==> src/rtl/serial_addsub.sv <==
// Bit-serial adder/subtractor: one full-adder cell plus a carry flip-flop.
// Operands are processed LSB-first, one bit per clock, over WIDTH cycles.
module serial_addsub #(
  parameter int WIDTH = 8,
  parameter int CW    = 4
) (
  input  logic             clk,
  input  logic             rst_n,
  input  logic             start,
  input  logic             sub,
  input  logic [WIDTH-1:0] a,
  input  logic [WIDTH-1:0] b,
  output logic [WIDTH-1:0] sum,
  output logic             co,
  output logic             busy,
  output logic             done
);

  typedef enum logic [1:0] {
    IDLE = 2'b00,
    ADD  = 2'b01,
    DONE = 2'b10
  } state_t;

  // Handshake: start is accepted only in IDLE; done pulses for exactly one
  // cycle when sum/co are updated, and those hold until the next accepted start.
  state_t state, state_nxt;

  logic [WIDTH-1:0] ra, rb, rs;
  logic             c, rsub;
  logic [CW-1:0]    count;
  logic             s, c_nxt, last;

  assign s     = ra[0] ^ rb[0] ^ c;
  assign c_nxt = (ra[0] & rb[0]) | (ra[0] & c) | (rb[0] & c);
  assign last  = (count == CW'(WIDTH - 1));

  always_ff @(posedge clk or negedge rst_n) begin
    if (!rst_n) state <= IDLE;
    else        state <= state_nxt;
  end

  always_comb begin
    state_nxt = IDLE;
    busy      = 1'b0;
    done      = 1'b0;
    case (state)
      IDLE: state_nxt = start ? ADD : IDLE;
      ADD: begin
        busy      = 1'b1;
        state_nxt = last ? DONE : ADD;
      end
      DONE: done = 1'b1;
      default: state_nxt = IDLE;
    endcase
  end

  always_ff @(posedge clk or negedge rst_n) begin
    if (!rst_n) begin
      ra    <= '0;
      rb    <= '0;
      rs    <= '0;
      c     <= 1'b0;
      rsub  <= 1'b0;
      count <= '0;
      sum   <= '0;
      co    <= 1'b0;
    end else if (state == IDLE && start) begin
      // Subtraction is a + ~b + 1: the +1 rides in on the carry flip-flop.
      ra    <= a;
      rb    <= sub ? ~b : b;
      c     <= sub;
      rsub  <= sub;
      count <= '0;
    end else if (state == ADD) begin
      ra    <= {1'b0, ra[WIDTH-1:1]};
      rb    <= {1'b0, rb[WIDTH-1:1]};
      rs    <= {s, rs[WIDTH-1:1]};
      c     <= c_nxt;
      count <= count + CW'(1);
      if (last) begin
        sum <= {s, rs[WIDTH-1:1]};
        co  <= c_nxt ^ rsub;
      end
    end
  end

endmodule

==> config.mk <==
export PLATFORM = sky130hd
export DESIGN_NAME = serial_addsub
export DESIGN_NICKNAME = d
export VERILOG_FILES = /design/src/rtl/serial_addsub.sv
export SDC_FILE = /design/constraint.sdc
export NUM_CORES = 1
export LEC_CHECK = 0
export CAP_MARGIN = 0
export CORE_ASPECT_RATIO = 1.2
export CORE_MARGIN = 2
export CORE_UTILIZATION = 46
export CTS_CLUSTER_DIAMETER = 100
export DETAILED_ROUTE_END_ITERATION = 10
export HOLD_SLACK_MARGIN = 0.15
export PLACE_DENSITY = 0.81
export SETUP_SLACK_MARGIN = 0.15
export SYNTH_ARGS = -nofsm -noshare
export SYNTH_HDL_FRONTEND = slang
export SYNTH_SLANG_ARGS = --single-unit
==> constraint.sdc <==
create_clock -name clk -period 1.5 [get_ports clk]
set_input_delay 0.225 -clock clk [delete_from_list [all_inputs] [get_ports clk]]
set_output_delay 0.225 -clock clk [all_outputs]
set_load 0.03 [all_outputs]
==> out/metrics.cfg <==
[outcome]
status = finished clean

[routing]
routed_wl_mm = 3.73
drc = 0
vias = 1357
drtAntennaViolNets = 0
wl_per_cell_um = 14.4
drt-initial-drc-count = 46
firstDrtPassIters = 4
drt-vias-per-instance = 5.24

[sta]
setup_tns_ns = 0
fmax_mhz = 688
hold_slack_ns = 0.499
slew_headroom_pct = 67.8
setup_viol = 0
maxSlewViolCount = 0
tightest_slew_ns = 0.484
fin_skew_ns = 0.00473
hold_viol_final = 0
finalCritPeriodShare_pct = 96.9
min_period_ns = 1.45
rsz0062_at_grt = true

[global_route]
grt_start_max_net_pins = 41
grt_usage_pct = 17.1
antenna_found_initial = 0
grt_pass1_wl_mm = 5.50
grt_pass1_vias = 1316
gr-total-overflow = 0

[setup_path]
critPathKind = flip-flop to flip-flop
critPathBufInv = 2
crit_family = flip-flops
worstPathCellList = nand2b_4 -> nor3_4 -> buf_6 -> buf_16 -> mux2_4
endpoint_kind = flip-flop
rrSetupSlack_ns = 0.05
rr_startpoint = state[1]$_DFF_PN0_
crit_cells = 5
crit_start = state[1]$_DFF_PN0_
crit_arrival_ns = 1.62
reg2reg_depth = 5
max_stage_delay_ns = 0.40
critPathSlowestCell = dfrtp_1
crit_path_start_kind = flip-flop
r2r_end = sum[5]$_DFFE_PN0P_
path_max_fanout = 5
crit_end = sum[5]$_DFFE_PN0P_
cp.required_ns = 1.67

[placed_design]
portBuffers = 30
dp.cells = 242
hpwlAfterDp_mm = 2.36
place_congestion = 0.760

[cells_and_area]
nFillCells = 276
final_cell_mix = nand2_1 (42), dfrtp_1 (39), clkdlybuf4s50_1 (18)
final_util_pct = 68.6
drive_gt1_share_pct = 29.0
instances_no_fill = 259
final_common_cell = nand2_1
n_antenna_cell = 0
areaGrowthSynthToFinish_pct = 42.5
nets = 231

[floorplan]
die_w_um = 60.3
row_count = 24
core-area_um2 = 3630
initial_utilization_pct = 48.2
ios = 31
dieArea_um2 = 4320
die_h_um = 71.6

[yosys]
yosysSeqAreaShare_pct = 57.2
netlist_area_um2 = 1750
synth_nets = 182
ys_types = 27
yosysWarnings = 0
ys_ff_latch = 40
netlist_instances = 160
synth.avg_cell_area_um2 = 10.9

[flow_run]
maxCapViolCount = 0

[cts]
root_buffer = clkbuf_8
insertion_delay_ns = 0.28
cts-htree-levels = 2
clk_pin_slew_ns = 0.06
clkSinkCount = 40
cts_tree = yes
cts_buffers = 5
cts_buffer_depth = 2

[hold_path]
min_path_type = flip-flop to flip-flop

[power]
ir_worst_vdd_uv = 761
leakagePower_nw = 1.16
p_per_area_nw_per_um2 = 1890

==> registers in the layout (all words and copies together), names as in the netlist <==
signal and flops:
sum 8, state 2, c 1, ra 8, count 4, co 1
rs 7, rsub 1, rb 8
==> logic make-up (layout without fill, tap and decap cells) <==
family	after synthesis	count (layout)	share of synthesized area, %
flip-flops	40	40	57.2
adder cells (fa/ha/maj)	2	2	1.86
AND/OR/NAND/NOR	67	67	17.1
buffers and inverters	10	57	3.29
XOR/XNOR	9	9	4.50
multiplexers	10	10	6.36
AO/OA/AOI/OAI	22	22	9.72
==> how the worst min path moves through the flow <==
stage,startpoint,cells past startpoint,to
6_report,rs[7]$_DFFE_PN0P_,2,rs[6]$_DFFE_PN0P_
4_1_cts,rs[7]$_DFFE_PN0P_,2,rs[6]$_DFFE_PN0P_
5_1_grt,rs[7]$_DFFE_PN0P_,2,rs[6]$_DFFE_PN0P_
3_3_place_gp,rst_n,2,ra[5]$_DFFE_PN0P_
2_1_floorplan,rst_n,0,c$_DFFE_PN0P_
3_5_place_dp,rst_n,2,sum[1]$_DFFE_PN0P_
==> report_power, final <==
| group | leakage (nW) | internal (W) | total [W] | switching (W) |
|---|---|---|---|---|
| clock network | 0.0359 | 0.000299 | 0.000607 | 0.000308 |
| registers | 0.505 | 0.00156 | 0.00190 | 0.000340 |
| logic | 0.619 | 0.00106 | 0.00219 | 0.00113 |
| total | 1.16 | 0.00292 | 0.00470 | 0.00178 |
==> routing by layer <==
| layer | part of all wire [%] | track usage, % |
|---|---|---|
| met4 | 0.97 | 4.69 |
| met5 | 0 | 0 |
| met3 | 4.3 | 5.05 |
| met2 | 52 | 30.3 |
| met1 | 42 | 19.5 |
==> cell usage after synthesis <==
library cell | instances | area share (%)
a31oi_1 | 6 | 2.1
nand3_1 | 3 | 0.86
or3b_1 | 1 | 0.50
nor2_1 | 13 | 2.8
buf_6 | 2 | 1.3
clkbuf_1 | 3 | 0.64
a221o_1 | 8 | 4.6
nand2_1 | 43 | 9.2
nand2b_4 | 1 | 0.79
fa_1 | 1 | 1.1
dfrtp_1 | 40 | 57
xnor2_1 | 8 | 4.0
and2_1 | 1 | 0.36
a21o_1 | 2 | 0.86
inv_2 | 1 | 0.21
o21bai_1 | 2 | 0.86
mux2_2 | 9 | 5.8
xor2_1 | 1 | 0.50
mux2i_1 | 1 | 0.57
buf_2 | 4 | 1.1
ha_1 | 1 | 0.71
o21ai_0 | 3 | 0.86
a22oi_1 | 1 | 0.43
nand4_1 | 1 | 0.36
and2b_1 | 1 | 0.43
nor3_4 | 1 | 0.93
nor3b_1 | 2 | 0.86
==> area by class of cell <==
type                       instances  area [um^2]  share of cell area [%]
sequential                        40         1000                    40.2
multi-input combinational        110          818                    32.8
timing repair buffer              51          531                    21.3
clock buffer                       5         68.8                    2.76
tap                               52         65.1                    2.61
inverter                           1         8.76                   0.351
==> through the flow <==
stage	area, um^2	worst slack, ns	power, W
final	2490	0.0462	0.00470
after global routing	2490	-0.0189	0.00500
after CTS	2320	0.0230	0.00447
after floorplan	1750	0.0848	0.00309
after detailed placement	2140	-0.145	0.00376
after global placement	2140	-0.0942	0.00364
==> tightest hold or removal path: stages, from the launching register on <==
cell     delay, ns
dfrtp_1       0.36
nand2_1       0.06
nand2_1       0.05
==> what timing repair did <==
action | 4_1_cts | 5_1_grt
gates cloned | 1 | 2
setup endpoints to repair | 21 | 23
endpoints found under the hold margin | 40 | 0
pin swaps | 1 | 2
hold buffers | 1 | 0
buffers inserted | 6 | 2
gates resized for setup | 21 | 30
No activity file was read; power rests on OpenSTA's default activity.
